### src/rtl/dictmem_arbiter_if.sv
// Dictionary ROM arbiter bus: two requesters, synchronous ROM port, grant counters.
// Requests/grants are same-cycle; read data returns one cycle after grant, no backpressure.
interface dictmem_arbiter_if #(
  parameter int ADDR_W = 12,
  parameter int DATA_W = 32
);
  logic              req0;
  logic              req1;
  logic              lock0;
  logic              lock1;
  logic [ADDR_W-1:0] addr0;
  logic [ADDR_W-1:0] addr1;
  logic              gnt0;
  logic              gnt1;
  logic              rvalid0;
  logic              rvalid1;
  logic [DATA_W-1:0] rdata0;
  logic [DATA_W-1:0] rdata1;
  logic [ADDR_W-1:0] rom_addr;
  logic [DATA_W-1:0] rom_data;
  logic [15:0]       gnt_cnt0;
  logic [15:0]       gnt_cnt1;

  modport master (
    output req0, req1, lock0, lock1, addr0, addr1, rom_data,
    input  gnt0, gnt1, rvalid0, rvalid1, rdata0, rdata1, rom_addr, gnt_cnt0, gnt_cnt1
  );

  modport slave (
    input  req0, req1, lock0, lock1, addr0, addr1, rom_data,
    output gnt0, gnt1, rvalid0, rvalid1, rdata0, rdata1, rom_addr, gnt_cnt0, gnt_cnt1
  );
endinterface

### src/rtl/dictmem_arbiter.sv
// Round-robin arbiter with bounded lock bursts sharing one synchronous dictionary ROM.
// Grant is combinational (0 cycles); rdata/rvalid follow 1 cycle later; requesters are never stalled mid-read.
module dictmem_arbiter #(
  parameter int ADDR_W    = 12,
  parameter int DATA_W    = 32,
  parameter int BURST_MAX = 4
) (
  input logic            clock,
  input logic            reset,
  dictmem_arbiter_if.slave bus
);
  localparam int BW = (BURST_MAX < 1) ? 1 : $clog2(BURST_MAX + 1);
  localparam logic [BW-1:0] BURST_LIM = BW'(BURST_MAX);

  logic              last_q, last_d;
  logic [BW-1:0]     burst_q, burst_d;
  logic              own_vld_q, own_vld_d;
  logic              own_id_q, own_id_d;
  logic [ADDR_W-1:0] rom_addr_q, rom_addr_d;
  logic [15:0]       gnt_cnt0_q, gnt_cnt0_d;
  logic [15:0]       gnt_cnt1_q, gnt_cnt1_d;

  logic gnt_any;
  logic gnt_id;
  logic last_lock;
  logic other_req;

  always_comb begin
    gnt_any    = 1'b0;
    gnt_id     = 1'b0;
    last_lock  = last_q ? bus.lock1 : bus.lock0;
    last_d     = last_q;
    burst_d    = '0;
    own_vld_d  = 1'b0;
    own_id_d   = 1'b0;
    rom_addr_d = rom_addr_q;
    gnt_cnt0_d = gnt_cnt0_q;
    gnt_cnt1_d = gnt_cnt1_q;

    if (reset) begin
      if (bus.req0 && bus.req1) begin
        gnt_any = 1'b1;
        gnt_id  = (last_lock && (burst_q < BURST_LIM)) ? last_q : ~last_q;
      end else if (bus.req0 || bus.req1) begin
        gnt_any = 1'b1;
        gnt_id  = bus.req1;
      end
    end

    other_req = gnt_id ? bus.req0 : bus.req1;

    // Burst length counts the grant that took ownership, so BURST_MAX grants fit before a handover.
    if (gnt_any && other_req) begin
      burst_d = (gnt_id == last_q) ? burst_q + 1'b1 : BW'(1);
    end

    if (gnt_any) begin
      last_d     = gnt_id;
      own_vld_d  = 1'b1;
      own_id_d   = gnt_id;
      rom_addr_d = gnt_id ? bus.addr1 : bus.addr0;
      if (!gnt_id && gnt_cnt0_q != 16'hFFFF) gnt_cnt0_d = gnt_cnt0_q + 16'd1;
      if (gnt_id && gnt_cnt1_q != 16'hFFFF)  gnt_cnt1_d = gnt_cnt1_q + 16'd1;
    end
  end

  always_ff @(posedge clock) begin
    if (!reset) begin
      last_q     <= 1'b1;
      burst_q    <= '0;
      own_vld_q  <= 1'b0;
      own_id_q   <= 1'b0;
      rom_addr_q <= '0;
      gnt_cnt0_q <= '0;
      gnt_cnt1_q <= '0;
    end else begin
      last_q     <= last_d;
      burst_q    <= burst_d;
      own_vld_q  <= own_vld_d;
      own_id_q   <= own_id_d;
      rom_addr_q <= rom_addr_d;
      gnt_cnt0_q <= gnt_cnt0_d;
      gnt_cnt1_q <= gnt_cnt1_d;
    end
  end

  assign bus.gnt0     = gnt_any & ~gnt_id;
  assign bus.gnt1     = gnt_any & gnt_id;
  assign bus.rom_addr = rom_addr_d;
  assign bus.rvalid0  = own_vld_q & ~own_id_q;
  assign bus.rvalid1  = own_vld_q & own_id_q;
  assign bus.rdata0   = bus.rvalid0 ? bus.rom_data : {DATA_W{1'b0}};
  assign bus.rdata1   = bus.rvalid1 ? bus.rom_data : {DATA_W{1'b0}};
  assign bus.gnt_cnt0 = gnt_cnt0_q;
  assign bus.gnt_cnt1 = gnt_cnt1_q;
endmodule

### src/flat_wrapper.sv
// flat-port wrapper written by rule: the top's interface ports become plain ports
module dictmem_arbiter_flat 
#(
  parameter int ADDR_W    = 12,
  parameter int DATA_W    = 32,
  parameter int BURST_MAX = 4
)
  (clock, reset, bus_req0, bus_req1, bus_lock0, bus_lock1, bus_addr0, bus_addr1, bus_rom_data, bus_gnt0, bus_gnt1, bus_rvalid0, bus_rvalid1, bus_rdata0, bus_rdata1, bus_rom_addr, bus_gnt_cnt0, bus_gnt_cnt1);
  dictmem_arbiter_if #(.ADDR_W(ADDR_W), .DATA_W(DATA_W)) bus_i ();
  input logic clock;
  input logic reset;
  input wire logic [$bits(bus_i.req0)-1:0] bus_req0;
  input wire logic [$bits(bus_i.req1)-1:0] bus_req1;
  input wire logic [$bits(bus_i.lock0)-1:0] bus_lock0;
  input wire logic [$bits(bus_i.lock1)-1:0] bus_lock1;
  input wire logic [$bits(bus_i.addr0)-1:0] bus_addr0;
  input wire logic [$bits(bus_i.addr1)-1:0] bus_addr1;
  input wire logic [$bits(bus_i.rom_data)-1:0] bus_rom_data;
  output wire logic [$bits(bus_i.gnt0)-1:0] bus_gnt0;
  output wire logic [$bits(bus_i.gnt1)-1:0] bus_gnt1;
  output wire logic [$bits(bus_i.rvalid0)-1:0] bus_rvalid0;
  output wire logic [$bits(bus_i.rvalid1)-1:0] bus_rvalid1;
  output wire logic [$bits(bus_i.rdata0)-1:0] bus_rdata0;
  output wire logic [$bits(bus_i.rdata1)-1:0] bus_rdata1;
  output wire logic [$bits(bus_i.rom_addr)-1:0] bus_rom_addr;
  output wire logic [$bits(bus_i.gnt_cnt0)-1:0] bus_gnt_cnt0;
  output wire logic [$bits(bus_i.gnt_cnt1)-1:0] bus_gnt_cnt1;
  assign bus_i.req0 = bus_req0;
  assign bus_i.req1 = bus_req1;
  assign bus_i.lock0 = bus_lock0;
  assign bus_i.lock1 = bus_lock1;
  assign bus_i.addr0 = bus_addr0;
  assign bus_i.addr1 = bus_addr1;
  assign bus_i.rom_data = bus_rom_data;
  assign bus_gnt0 = bus_i.gnt0;
  assign bus_gnt1 = bus_i.gnt1;
  assign bus_rvalid0 = bus_i.rvalid0;
  assign bus_rvalid1 = bus_i.rvalid1;
  assign bus_rdata0 = bus_i.rdata0;
  assign bus_rdata1 = bus_i.rdata1;
  assign bus_rom_addr = bus_i.rom_addr;
  assign bus_gnt_cnt0 = bus_i.gnt_cnt0;
  assign bus_gnt_cnt1 = bus_i.gnt_cnt1;
  dictmem_arbiter #(.ADDR_W(ADDR_W), .DATA_W(DATA_W), .BURST_MAX(BURST_MAX)) u_core (.clock(clock), .reset(reset), .bus(bus_i));
endmodule
### config.mk
export PLATFORM = sky130hd
export DESIGN_NAME = dictmem_arbiter_flat
export DESIGN_NICKNAME = d
export VERILOG_FILES = /design/src/rtl/dictmem_arbiter_if.sv /design/src/rtl/dictmem_arbiter.sv /design/src/flat_wrapper.sv
export SDC_FILE = /design/constraint.sdc
export NUM_CORES = 1
export LEC_CHECK = 0
export BUFFER_PORTS_ARGS = -buffer_cell sky130_fd_sc_hd__buf_4
export CORE_ASPECT_RATIO = 1.5
export CORE_MARGIN = 2
export CORE_UTILIZATION = 43
export DETAILED_ROUTE_END_ITERATION = 8
export PLACE_DENSITY = 0.8
export SYNTH_ARGS = -nofsm -noshare
export SYNTH_HDL_FRONTEND = slang
export SYNTH_SLANG_ARGS = --single-unit
export TNS_END_PERCENT = 1
### constraint.sdc
create_clock -name clock -period 2.4 [get_ports clock]
set_clock_uncertainty 0.2 [all_clocks]
set_input_delay 0.36 -clock clock [delete_from_list [all_inputs] [get_ports clock]]
set_output_delay 0.36 -clock clock [all_outputs]
set_load 0.1 [all_outputs]
Yosys cells after proc, flatten, opt, wreduce, memory -nomap -nowiden
Index checks and enable logic that the tools add are counted.

$add $sub $neg: 3. Multipliers: 0. Divide/modulo/power cells: 0. Magnitude comparators: 1. Equal/unequal tests: 3. Shift-type cells: 0. Multiplexer cells: 15. Bitwise operators: 7. Reduce and logical (&&, ||, !) cells: 12.

Operators by type and width (count): $mux W32 (2); $add A16 B1 Y16 const B (2); $ne A16 B16 Y1 const B (2); $mux W12 (2); $mux W1 (11); $reduce_and A2 Y1 (4); $logic_and A1 B1 Y1 (5); $and A1 B1 Y1 (4); $add A3 B1 Y3 const B (1); $lt A3 B3 Y1 const B (1); $not A1 Y1 (3); $reduce_and A3 Y1 (1); $eq A1 B1 Y1 (1); $logic_not A1 Y1 (1); $logic_or A1 B1 Y1 (1).

Register bits: 50. Bits in latches: 0. Memory bits (writable): 0. Memory bits (read-only): 0. Bits of input ports: 62. Memories: 0.

Depth between registers and ports, before layout
Gate-level depths: netlist of the first run.

Depth after elaboration: 8. Gate-level depth with buffers: 7. Depth with buffers taken out: 6.

Least setup slack after synthesis of the first run
No wires, ideal clock.

Kind: input to output. Start point: in bus_req0. End point: out bus_rom_addr[11]. Arrival: 2.948 ns. Path slack: -1.108 ns. Stages: 5. Cells stage by stage: buf_2 and4bb_4 a311oi_2 nand2_1 a31oi_1.

Cells in the longest elaborated chain, start to end: 6. Elaborated cells between the ends (all ways): 10. Classes of those cells: mux (8); reduce/logical (2).

RTL lines: start, declared (RTL line flat_wrapper.sv:12) `input wire logic [$bits(bus_i.req0)-1:0] bus_req0;`; $logic_or A1 B1 Y1 (RTL line dictmem_arbiter.sv:44) `end else if (bus.req0 || bus.req1) begin`; $mux W1 (RTL line dictmem_arbiter.sv:44); $mux W1 (RTL line dictmem_arbiter.sv:41) `if (bus.req0 && bus.req1) begin`; $mux W1 (RTL line dictmem_arbiter.sv:40) `if (reset) begin`; $mux W12 (RTL line dictmem_arbiter.sv:61) `rom_addr_d = gnt_id ? bus.addr1 : bus.addr0;`; $mux W12 * (RTL line dictmem_arbiter.sv:57) `if (gnt_any) begin`; end, declared (RTL line flat_wrapper.sv:25) `output wire logic [$bits(bus_i.rom_addr)-1:0] bus_rom_addr;`.

Mark *: on every way between the ends. The rest lies on a longest branch, timed or not.

Final worst setup path of the first run
Start point: reg u_core.last_q. End point: out bus_rom_addr[6].

Cells in the longest elaborated chain, start to end: 7. Elaborated cells between the ends (all ways): 8. Classes of those cells: mux (6); bitwise (1); reduce/logical (1).

RTL lines: start, declared (RTL line dictmem_arbiter.sv:15) `logic last_q, last_d;`; start signal, assigned (RTL line dictmem_arbiter.sv:77) `last_q <= last_d;`; $mux W1 (RTL line dictmem_arbiter.sv:31) `last_lock = last_q ? bus.lock1 : bus.lock0;`; $logic_and A1 B1 Y1 (RTL line dictmem_arbiter.sv:43) `gnt_id = (last_lock && (burst_q < BURST_LIM)) ? last_q : ~last_q;`; $mux W1 * (RTL line dictmem_arbiter.sv:43); $mux W1 * (RTL line dictmem_arbiter.sv:41); $mux W1 * (RTL line dictmem_arbiter.sv:40); $mux W12 * (RTL line dictmem_arbiter.sv:61); $mux W12 * (RTL line dictmem_arbiter.sv:57).

Marked as above.

==> results of run 1 <==
[per-layer routing]
metal | share of wire | GRT usage | up-vias
met1 | 0.33 | 0.2352 | 1588
met2 | 0.53 | 0.4466 | 163
met4 | 0.019 | 0.07008 | 0
met5 | 0 | 0 | -
met3 | 0.13 | 0.1143 | 18
li1 | - | - | 1671
[timing repair]
action,4_1_cts,5_1_grt
buffers inserted,1,6
resized for setup,26,43
gates cloned,0,2
setup endpoints to repair,13,12
pin swaps,1,16
[stage by stage]
step / cells / total power, W / TNS (ns) / cell area [um2]
after global routing: 623 / 0.002675 / -0.4258 / 4871
after global placement: 606 / 0.001880 / 0 / 4388
final: 623 / 0.002604 / -0.1422 / 4871
after floorplan: 366 / 0.001636 / -5.362 / 2990
after CTS: 615 / 0.002524 / 0 / 4602
after detailed placement: 606 / 0.001888 / 0 / 4388
[state kept, by name, indices dropped and copies added, names as in the netlist]
name                 flops
u_core.bus.gnt_cnt1     16
u_core.own_vld_q         1
u_core.rom_addr_q       12
u_core.bus.gnt_cnt0     16
u_core.own_id_q          1
u_core.last_q            1
u_core.burst_q           3
[cells by family after synthesis]
family | count (synthesis) | synth area share
flops | 50 | 0.3475
buf+inv | 30 | 0.04605
simple gates | 199 | 0.3879
compound gates | 72 | 0.1690
fa+ha+maj | 3 | 0.01303
xor+xnor | 12 | 0.03649
[worst paths after layout]
check	from	end	slack, ns
max	u_core.last_q$_SDFFE_PN1N_	bus_rom_addr[6]	-0.03
min	bus_addr1[1]	u_core.rom_addr_q[1]$_SDFF_PN0_	0.12
max reg2reg	u_core.burst_q[2]$_SDFF_PN0_	u_core.bus.gnt_cnt0[15]$_SDFFE_PN0P_	0.21
min reg2reg	u_core.burst_q[0]$_SDFF_PN0_	u_core.burst_q[0]$_SDFF_PN0_	0.26
[critical path, stage by stage (launching register included)]
cell and delay [ns]:
dfxtp_4 0.38, and4bb_4 0.26, a311oi_4 0.38, buf_6 0.21, nand2_2 0.08, nand2_4 0.08, buf_12 0.17
[where the power goes]
group / switching (W) / internal (W) / leakage, nW
registers: 0.0000217 / 0.000857 / 0.414
logic: 0.000784 / 0.000337 / 1.79
clock network: 0.000292 / 0.000313 / 0.0585
[cell usage in the layout, fill, tap and decap left out, types with 2 or more instances in the layout]
cell and n:
a21oi_1 25, a22oi_2 11, a311oi_4 2, a31oi_1 3
and2_1 36, and3_1 39, and4_1 3, buf_12 14
buf_4 177, buf_6 3, clkbuf_8 5, dfxtp_1 36
dfxtp_2 12, dfxtp_4 2, ha_1 3, inv_1 7
nand2_1 29, nand2_2 12, nand2_4 9, nand3_1 15
nand4_1 10, nor2_1 16, nor3_1 3, nor4_1 2
o211ai_1 3, o21ai_0 15, o31ai_1 5, or3_1 10
or4_1 3, xnor2_1 7, xor2_1 5
[area by class of cell]
type,instances,share of cell area
flip-flops and latches,50,0.2101
repair buffers,195,0.3424
well taps,76,0.01952
clock inverters,3,0.008990
clock buffers,5,0.01413
multi-input cells,286,0.3987
inverters,8,0.006165
==> tab_implementation.tex, run 1 <==
\begin{tabular}{lr}
\hline
Metric & Value \\
\hline
\multicolumn{2}{l}{\textbf{Floorplanning}} \\
Starting density of the core & 0.4441 \\
\# IOs & 174 \\
Die outline height & 104.2 um \\
Number of core rows & 36 \\
Floorplan die area & 0.007382 mm2 \\
Standard cell core area & 0.006486 mm2 \\
Chip Width & 70.83 um \\
\multicolumn{2}{l}{\textbf{Setup path}} \\
Data required time at the worst endpoint & 1.84 ns \\
Arrival time worst endpoint & 1.87 ns \\
Element type at the critical path end & output port \\
Worst Setup Start Kind & register \\
Reg2reg path depth & 8 \\
Type of the worst setup path & reg2out \\
Critical Path Fanout Max & 6 \\
\multicolumn{2}{l}{\textbf{STA}} \\
Hold violation total from the final report & 0 \\
Shortest clock period the worst path allows after layout & 2.430 ns \\
Final cycle utilization of the critical path & 1.012 \\
Worst rel slew slack & 0.6392 \\
Worst-Margin Slew & 0.5356 ns \\
Worst hold margin & 0.1169 ns \\
Worst setup margin & -0.02970 ns \\
Highest achievable clock rate & 411.6 MHz \\
Final count of negative-setup-slack endpoints & 7 \\
Final Max Slew Viols & 0 \\
RSZ-0062 raised after global routing & true \\
\multicolumn{2}{l}{\textbf{Routing}} \\
Total DRC errors in the routed layout & 0 \\
Post-route antenna net violation count & 0 \\
Number of vias in the routed layout & 3440 \\
Violation count after the first detailed-route iteration & 105 \\
Number of optimization iterations in the first detailed-route pass & 4 \\
Via-to-Cell Ratio & 5.522 \\
Routed length per placed instance & 16.47 um \\
Post-Route WL & 10260 um \\
\multicolumn{2}{l}{\textbf{Final layout}} \\
Combined flip-flop and latch cell area & 0.001023 mm2 \\
Final core occ & 0.7510 \\
Area occupied by multi-input gates & 0.001942 mm2 \\
Antenna Diode Count & 0 \\
Final \#Nets & 611 \\
Fraction of layout instances using a drive strength above 1 & 0.4826 \\
Syn-to-layout area delta & 69.11\% \\
Layout fillers & 461 \\
\multicolumn{2}{l}{\textbf{Clocking}} \\
Clk sinks & 50 \\
Largest buffer count on any clock path & 2 \\
Deepest level of the CTS H-tree & 2 \\
CTS Hold Bufs & 0 \\
Later-pin clock latency in the skew report & 0.31 ns \\
Clock-pin transition on the worst setup and hold timing paths & 0.09 ns \\
Clock root buffer & clkbuf\_8 \\
CTS tree & built \\
Cts bufs inserted & 5 \\
\multicolumn{2}{l}{\textbf{Worst hold path}} \\
Min-Delay Path Depth & 3 \\
Worst min path class & in2reg \\
\multicolumn{2}{l}{\textbf{Global route}} \\
Pin count of the biggest net entering global routing & 34 \\
Grt ovf & 0 \\
Number of global-route vias before repair & 3167 \\
Antenna violations before repair & 0 \\
Total routing resource utilization after global routing & 0.2426 \\
Global-route wire length before repair & 14790 um \\
\multicolumn{2}{l}{\textbf{Placement}} \\
GPL Wtd Cong & 0.8725 \\
Final HPWL from detailed placement & 7408 um \\
Worst setup timing slack at the placement stage & 0.1167 ns \\
Quantity of I/O buffers inserted on ports & 173 \\
\multicolumn{2}{l}{\textbf{Synth}} \\
Most area-hungry cell type in the Yosys netlist & dfxtp\_1 \\
Synthesized area per cell & 7.870 um2 \\
Share of the yosys chip area belonging to registers & 0.3475 \\
Register bit total from synthesis & 50 \\
Number of enable flip-flop cells after synthesis & 0 \\
Most area-consuming cells after synthesis & dfxtp\_1 35\%, and3\_1 8.5\%, and2\_1 7.8\% \\
Most frequent cells after synthesis & 50 x dfxtp\_1, 50 x nand2\_1, 39 x and3\_1 \\
Library cells used by synthesis & 44 \\
Share of synthesized registers carrying an async set or reset & 0 \\
Post-synthesis instance area & 0.002880 mm2 \\
Synthesized instance count & 366 \\
Dominant register cell in the synthesized netlist & dfxtp\_1 \\
Post-Syn Nets & 431 \\
Proportion of netlist area held by the largest area contributor & 0.3475 \\
Synthesis warning total & 0 \\
\multicolumn{2}{l}{\textbf{Run status}} \\
Status & complete, but fails checks \\
Violations in the final reports & negative setup slack \\
\multicolumn{2}{l}{\textbf{Run}} \\
Max\_cap viols & 0 \\
\multicolumn{2}{l}{\textbf{Power}} \\
Total power divided by cell area & 534.6 mW/mm2 \\
Worst vdd rail ir drop & 0.5367 mV \\
Leakage power summed over all cells & 2.258 nW \\
\hline
\end{tabular}
(Power assumes the default switching activity.)
==> run 2, diff against run 1 <==
--- a/config.mk
+++ b/config.mk
@@ -7,7 +7,7 @@
 export LEC_CHECK = 0
 export BUFFER_PORTS_ARGS = -buffer_cell sky130_fd_sc_hd__buf_4
 export CORE_ASPECT_RATIO = 1.5
-export CORE_MARGIN = 2
+export CORE_MARGIN = 5
 export CORE_UTILIZATION = 43
 export DETAILED_ROUTE_END_ITERATION = 8
 export PLACE_DENSITY = 0.8
==> run 2 against run 1 <==
  * The run still ends with negative setup slack left
  * Routed wire length down 3.0%
  * Count of clock-buffer cells in the layout stayed put
  * Worst hold slack got worse by 0.0068 ns
  * Highest routed layer is now met5
  * Sequential cell count unchanged
  * Total power is 5.5% lower
  * Final cell count fell by 1.1%
==> tab_implementation.tex, run 2 (synthesis results as in run 1) <==
\begin{tabular}{lr}
\hline
Metric & Value \\
\hline
\multicolumn{2}{l}{\textbf{Final layout}} \\
Fraction of layout instances using a drive strength above 1 & 0.4593 \\
Design Area, Final & 0.004720 mm2 \\
Most common cell after layout, fill and taps aside & buf\_4 \\
Final \#Nets & 604 \\
Syn-to-layout area delta & 63.86\% \\
Post-layout instance count excluding filler cells & 616 \\
Top library cells by usage in the layout, fill and taps aside & 173 x buf\_4, 39 x and3\_1, 36 x and2\_1, 36 x dfxtp\_1, 29 x nand2\_1 \\
Antenna Diode Count & 0 \\
\multicolumn{2}{l}{\textbf{STA}} \\
Setup TNS after final layout & -0.006450 ns \\
Highest achievable clock rate & 416.0 MHz \\
Worst setup margin & -0.003956 ns \\
Worst-Margin Slew & 0.5497 ns \\
Hold violation total from the final report & 0 \\
RSZ-0062 raised after global routing & true \\
Shortest clock period the worst path allows after layout & 2.404 ns \\
Final count of negative-setup-slack endpoints & 3 \\
Final Max Slew Viols & 0 \\
Worst rel slew slack & 0.6297 \\
Final cycle utilization of the critical path & 1.002 \\
\multicolumn{2}{l}{\textbf{Floorplanning}} \\
Floorplan die area & 0.008469 mm2 \\
Chip Width & 76.83 um \\
Number of core rows & 36 \\
Starting density of the core & 0.4410 \\
Standard cell core area & 0.006531 mm2 \\
\# IOs & 174 \\
Die outline height & 110.2 um \\
\multicolumn{2}{l}{\textbf{Routing}} \\
Uppermost metal layer occupied by signal nets & met5 \\
Post-route antenna net violation count & 0 \\
Via-to-Cell Ratio & 5.440 \\
Detail Route met3 WL & 933 um \\
Wire length on met1 & 3527 um \\
Post-Route WL & 9948 um \\
Total DRC errors in the routed layout & 0 \\
Number of optimization iterations in the first detailed-route pass & 5 \\
Routed length per placed instance & 16.15 um \\
Violation count after the first detailed-route iteration & 108 \\
Number of vias in the routed layout & 3351 \\
Sum of met2 wire segment lengths after detailed routing & 5311 um \\
\multicolumn{2}{l}{\textbf{Clocking}} \\
Deepest level of the CTS H-tree & 2 \\
Clock root buffer & clkbuf\_8 \\
Clock-pin transition on the worst setup and hold timing paths & 0.10 ns \\
Later-pin clock latency in the skew report & 0.30 ns \\
Cts bufs inserted & 5 \\
CTS tree & built \\
CTS Hold Bufs & 0 \\
Largest buffer count on any clock path & 2 \\
Clk sinks & 50 \\
\multicolumn{2}{l}{\textbf{Setup path}} \\
Arrival time worst endpoint & 1.84 ns \\
Worst Setup Start Kind & register \\
Reg2reg path depth & 6 \\
Reg-to-Reg End & u\_core.bus.gnt\_cnt0[15]\$\_SDFFE\_PN0P\_ \\
Origin of the critical flop-to-flop path & u\_core.burst\_q[2]\$\_SDFF\_PN0\_ \\
Data required time at the worst endpoint & 1.84 ns \\
Element type at the critical path end & output port \\
Register-to-register setup slack & 0.29 ns \\
Type of the worst setup path & reg2out \\
Critical Path Fanout Max & 20 \\
\multicolumn{2}{l}{\textbf{Placement}} \\
Final HPWL from detailed placement & 7776 um \\
Placed cell count & 605 \\
Quantity of I/O buffers inserted on ports & 173 \\
Area after DPL & 0.004380 mm2 \\
GPL Wtd Cong & 0.8886 \\
\multicolumn{2}{l}{\textbf{Worst hold path}} \\
Worst min path class & in2reg \\
Capture endpoint of the worst hold path & u\_core.rom\_addr\_q[4]\$\_SDFF\_PN0\_ \\
Hold Crit Start & bus\_addr1[4] \\
Min-Delay Path Depth & 3 \\
\multicolumn{2}{l}{\textbf{Power}} \\
Worst vdd rail ir drop & 0.3622 mV \\
Total power divided by cell area & 521.5 mW/mm2 \\
Leakage power summed over all cells & 2.197 nW \\
\multicolumn{2}{l}{\textbf{Global route}} \\
Pin count of the biggest net entering global routing & 34 \\
Number of global-route vias before repair & 3256 \\
Total routing resource utilization after global routing & 0.2159 \\
Global-route wire length before repair & 15370 um \\
Antenna violations before repair & 1 \\
Grt ovf & 0 \\
\multicolumn{2}{l}{\textbf{Run status}} \\
Violations in the final reports & negative setup slack \\
Status & complete, but fails checks \\
\multicolumn{2}{l}{\textbf{Run}} \\
Max\_cap viols & 0 \\
\hline
\end{tabular}
[run 2: worst max-delay path by stage]
stage,cells past startpoint,slack (ns),end,startpoint
CTS,6,0.005,bus_rom_addr[8],u_core.burst_q[2]$_SDFF_PN0_
global placement,7,0.14,bus_rom_addr[2],bus_req0
finish,6,-0.004,bus_rom_addr[10],u_core.burst_q[2]$_SDFF_PN0_
detailed placement,7,0.09,bus_rom_addr[7],bus_req0
global route,6,-0.07,bus_rom_addr[1],u_core.burst_q[2]$_SDFF_PN0_
floorplan,5,-0.19,bus_rom_addr[1],bus_req0
[run 2: metal layers]
metal	GRT usage	vias to the layer above
li1	-	1655
met1	0.2260	1541
met2	0.4046	138
met3	0.07154	15
met4	0.06750	2
met5	0	-
[run 2: cell type report]
type	instances	area [um2]
multi-input combinational	286	1899
sequential	50	1023
tap	76	95.09
timing repair buffer	188	1582
clock inverter	3	21.27
fill	536	1812
clock buffer	5	68.82
inverter	8	30.03
[run 2: worst max-delay path, cell delays in order (launching register included)]
cell and delay [ns]:
dfxtp_4 0.37, and4b_4 0.34, a311oi_4 0.06, buf_12 0.18, a22oi_1 0.33, nand2_4 0.09
buf_12 0.18
[run 2: power by group]
| part | total, W | switching, W | internal (W) |
|---|---|---|---|
| clock network | 0.000498 | 0.000293 | 0.000205 |
| logic | 0.00109 | 0.000770 | 0.000316 |
| registers | 0.000877 | 0.0000201 | 0.000857 |
[run 2: through the flow]
step / setup slack, ns / hold slack, ns / util / power (W)
6_report: -0.003956 / 0.1101 / 0.7226 / 0.002461
3_3_place_gp: 0.1395 / 0.2431 / 0.6707 / 0.001880
5_1_grt: -0.07387 / 0.1153 / 0.7226 / 0.002544
4_1_cts: 0.005388 / 0.1038 / 0.7092 / 0.002446
2_1_floorplan: -0.1857 / 0.2204 / - / 0.001636
3_5_place_dp: 0.09362 / 0.2419 / 0.6707 / 0.001892
[run 2: repair_timing]
action,in CTS,in global routing
cloned,1,0
gates resized for setup,38,23
hold endpoints to repair,0,0
pin swaps,2,2
setup buffers,1,1
endpoints found under the setup margin,13,12
==> run 3, diff against run 2 <==
--- a/config.mk
+++ b/config.mk
@@ -6,11 +6,13 @@
 export NUM_CORES = 1
 export LEC_CHECK = 0
 export BUFFER_PORTS_ARGS = -buffer_cell sky130_fd_sc_hd__buf_4
+export CAP_MARGIN = 20
 export CORE_ASPECT_RATIO = 1.5
 export CORE_MARGIN = 5
 export CORE_UTILIZATION = 43
 export DETAILED_ROUTE_END_ITERATION = 8
 export PLACE_DENSITY = 0.8
+export SETUP_SLACK_MARGIN = 0.15
 export SYNTH_ARGS = -nofsm -noshare
 export SYNTH_HDL_FRONTEND = slang
 export SYNTH_SLANG_ARGS = --single-unit
==> run 3 against run 2 <==
  * The run still ends with negative setup slack left
  * Highest routed layer is now met4
  * Register-to-register slack worse by 0.13 ns
  * Count of clock-buffer cells in the layout is 2 higher
  * Largest power group unchanged
  * Via count is 4.6% higher
  * Final cell count is 1.6% higher
  * Sequential cell count stayed put
  * Sequential share of layout area is 0.66 points lower
==> tab_implementation.tex, run 3 (synthesis results as in run 1) <==
\begin{tabular}{lr}
\hline
Metric & Value \\
\hline
\multicolumn{2}{l}{\textbf{Run status}} \\
Status & complete, but fails checks \\
Violations in the final reports & negative setup slack \\
\multicolumn{2}{l}{\textbf{STA}} \\
Hold violation total from the final report & 0 \\
Highest achievable clock rate & 407.9 MHz \\
Worst hold margin & 0.1076 ns \\
RSZ-0062 raised after global routing & true \\
Shortest clock period the worst path allows after layout & 2.452 ns \\
Final count of negative-setup-slack endpoints & 2 \\
Worst-Margin Slew & 0.4339 ns \\
Final Max Slew Viols & 0 \\
Worst rel slew slack & 0.7089 \\
Worst setup margin & -0.05166 ns \\
Final cycle utilization of the critical path & 1.022 \\
Setup TNS after final layout & -0.05764 ns \\
\multicolumn{2}{l}{\textbf{Placement}} \\
Quantity of I/O buffers inserted on ports & 173 \\
GPL Wtd Cong & 0.9242 \\
Final HPWL from detailed placement & 7964 um \\
Worst setup timing slack at the placement stage & 0.1012 ns \\
Placed cell count & 605 \\
Area after DPL & 0.004424 mm2 \\
\multicolumn{2}{l}{\textbf{Setup path}} \\
Chain of cells forming the critical path & and4b\_4, a311oi\_4, buf\_6, buf\_16, a22oi\_2, nand2\_4, buf\_12 \\
Element type at the critical path end & output port \\
Slowest Stage Delay on Critical Path & 0.37 ns \\
Worst Setup Start Kind & register \\
Cell at the slowest stage of the critical path & dfxtp\_4 \\
Arrival time worst endpoint & 1.89 ns \\
Critical Path Fanout Max & 5 \\
Data required time at the worst endpoint & 1.84 ns \\
Type of the worst setup path & reg2out \\
\multicolumn{2}{l}{\textbf{Global route}} \\
GR met1 Demand/Resource & 0.2388 \\
Global-route wire length before repair & 16800 um \\
Number of global-route vias before repair & 3408 \\
Peak-usage layer in the global routing report & met2 \\
Met2 Usage GRT & 0.4605 \\
Antenna violations before repair & 0 \\
Routing usage on met3 & 0.1049 \\
Pin count of the biggest net entering global routing & 34 \\
Grt ovf & 0 \\
Total routing resource utilization after global routing & 0.2450 \\
\multicolumn{2}{l}{\textbf{Final layout}} \\
Layout fillers & 448 \\
Syn-to-layout area delta & 72.07\% \\
Area occupied by multi-input gates & 0.001964 mm2 \\
Post-layout instance count excluding filler cells & 626 \\
Combined flip-flop and latch cell area & 0.001042 mm2 \\
Most common cell after layout, fill and taps aside & buf\_4 \\
Fraction of layout instances using a drive strength above 1 & 0.5164 \\
Final \#Nets & 614 \\
Design Area, Final & 0.004956 mm2 \\
Antenna Diode Count & 0 \\
Top library cells by usage in the layout, fill and taps aside & 177 x buf\_4, 39 x and3\_1, 39 x nand2\_1 \\
\multicolumn{2}{l}{\textbf{Floorplanning}} \\
Chip Width & 76.83 um \\
Number of core rows & 36 \\
Die outline height & 110.2 um \\
Standard cell core area & 0.006531 mm2 \\
\# IOs & 174 \\
Starting density of the core & 0.4410 \\
Floorplan die area & 0.008469 mm2 \\
\multicolumn{2}{l}{\textbf{Power}} \\
Part of the power in combinational logic & 0.437 \\
Worst vdd rail ir drop & 0.4157 mV \\
Total power divided by cell area & 525.0 mW/mm2 \\
Internal power & 0.001518 W \\
Portion of total power attributed to sequential cells & 0.338 \\
Power share of the clock group & 0.225 \\
Leakage power summed over all cells & 2.290 nW \\
Sw Share & 0.4165 \\
Reported net switching power & 0.001084 W \\
\multicolumn{2}{l}{\textbf{Routing}} \\
Via-to-Cell Ratio & 5.599 \\
Number of optimization iterations in the first detailed-route pass & 4 \\
Number of vias in the routed layout & 3505 \\
Post-Route WL & 11150 um \\
Violation count after the first detailed-route iteration & 110 \\
Routed length per placed instance & 17.81 um \\
Post-route antenna net violation count & 0 \\
Total DRC errors in the routed layout & 0 \\
\multicolumn{2}{l}{\textbf{Clocking}} \\
Later-pin clock latency in the skew report & 0.31 ns \\
Clock-pin transition on the worst setup and hold timing paths & 0.09 ns \\
Deepest level of the CTS H-tree & 2 \\
Clock root buffer & clkbuf\_8 \\
Cts bufs inserted & 5 \\
Largest buffer count on any clock path & 2 \\
CTS tree & built \\
Clk sinks & 50 \\
\multicolumn{2}{l}{\textbf{Run}} \\
Max\_cap viols & 0 \\
\multicolumn{2}{l}{\textbf{Worst hold path}} \\
Worst min path class & in2reg \\
\hline
\end{tabular}
## run 3: cell types whose count changed in the layout (fill, tap and decap cells not counted), moves of 4 or more
cell	change
dfxtp_1	-15
dfxtp_2	+15
and2_2	+9
a22oi_2	+8
buf_4	+4
nand2_1	+10
nand2_2	-10
a22oi_1	-8
and2_1	-9
## run 3: final timing paths
path | cells after the start | slack [ns] | end | startpoint
worst max register to register | 8 | 0.16 | u_core.bus.gnt_cnt0[15]$_SDFFE_PN0P_ | u_core.burst_q[2]$_SDFF_PN0_
worst max-delay path | 7 | -0.05 | bus_rom_addr[10] | u_core.burst_q[2]$_SDFF_PN0_
worst min register to register | 1 | 0.28 | u_core.burst_q[0]$_SDFF_PN0_ | u_core.burst_q[0]$_SDFF_PN0_
worst min-delay path | 3 | 0.11 | u_core.rom_addr_q[5]$_SDFF_PN0_ | bus_addr1[5]
## run 3: final cells by class
class                           instances  area share
Multi-Input combinational cell        286      0.3964
Tap cell                               76     0.01919
Clock inverter                          1    0.006059
Clock buffer                            7     0.01540
Inverter                                8    0.006059
Sequential cell                        50      0.2103
Timing Repair Buffer                  198      0.3466
## run 3: critical path: cells and delay by family, from the launching register on
kind                   cells  cell delay [ns]
DFF                        1             0.37
and+or+nand+nor            2             0.44
buffers and inverters      3             0.44
AOI/OAI and AO/OA          2             0.34
## run 3: stage by stage
stage                     power (W)    util
after floorplan            0.001644       -
after global placement     0.001884  0.6774
after detailed placement   0.001895  0.6774
after CTS                  0.002582  0.7408
after global routing       0.002690  0.7588
final                      0.002602  0.7588
## run 3: routing by layer
metal	part of all wire	vias up
met4	0.023	0
met5	0	-
li1	-	1678
met2	0.52	174
met1	0.34	1634
met3	0.12	19
## run 3: power by group through the flow
stage / Combinational, W / Clock, W / Sequential, W
2_1_floorplan: 0.000696 / 0 / 0.000948
3_3_place_gp: 0.000988 / 0 / 0.000896
3_5_place_dp: 0.000999 / 0 / 0.000896
4_1_cts: 0.00111 / 0.000599 / 0.000878
5_1_grt: 0.00118 / 0.000627 / 0.000882
6_report: 0.00114 / 0.000586 / 0.000879
## run 3: repair_timing
| item | in CTS | in global routing |
|---|---|---|
| endpoints found under the setup margin | 14 | 15 |
| gates resized for setup | 57 | 15 |
| cloned | 2 | 1 |
| hold buffers | 0 | 0 |
| hold endpoints to repair | 0 | 0 |
| setup buffers | 5 | 5 |
| pin swaps | 14 | 11 |
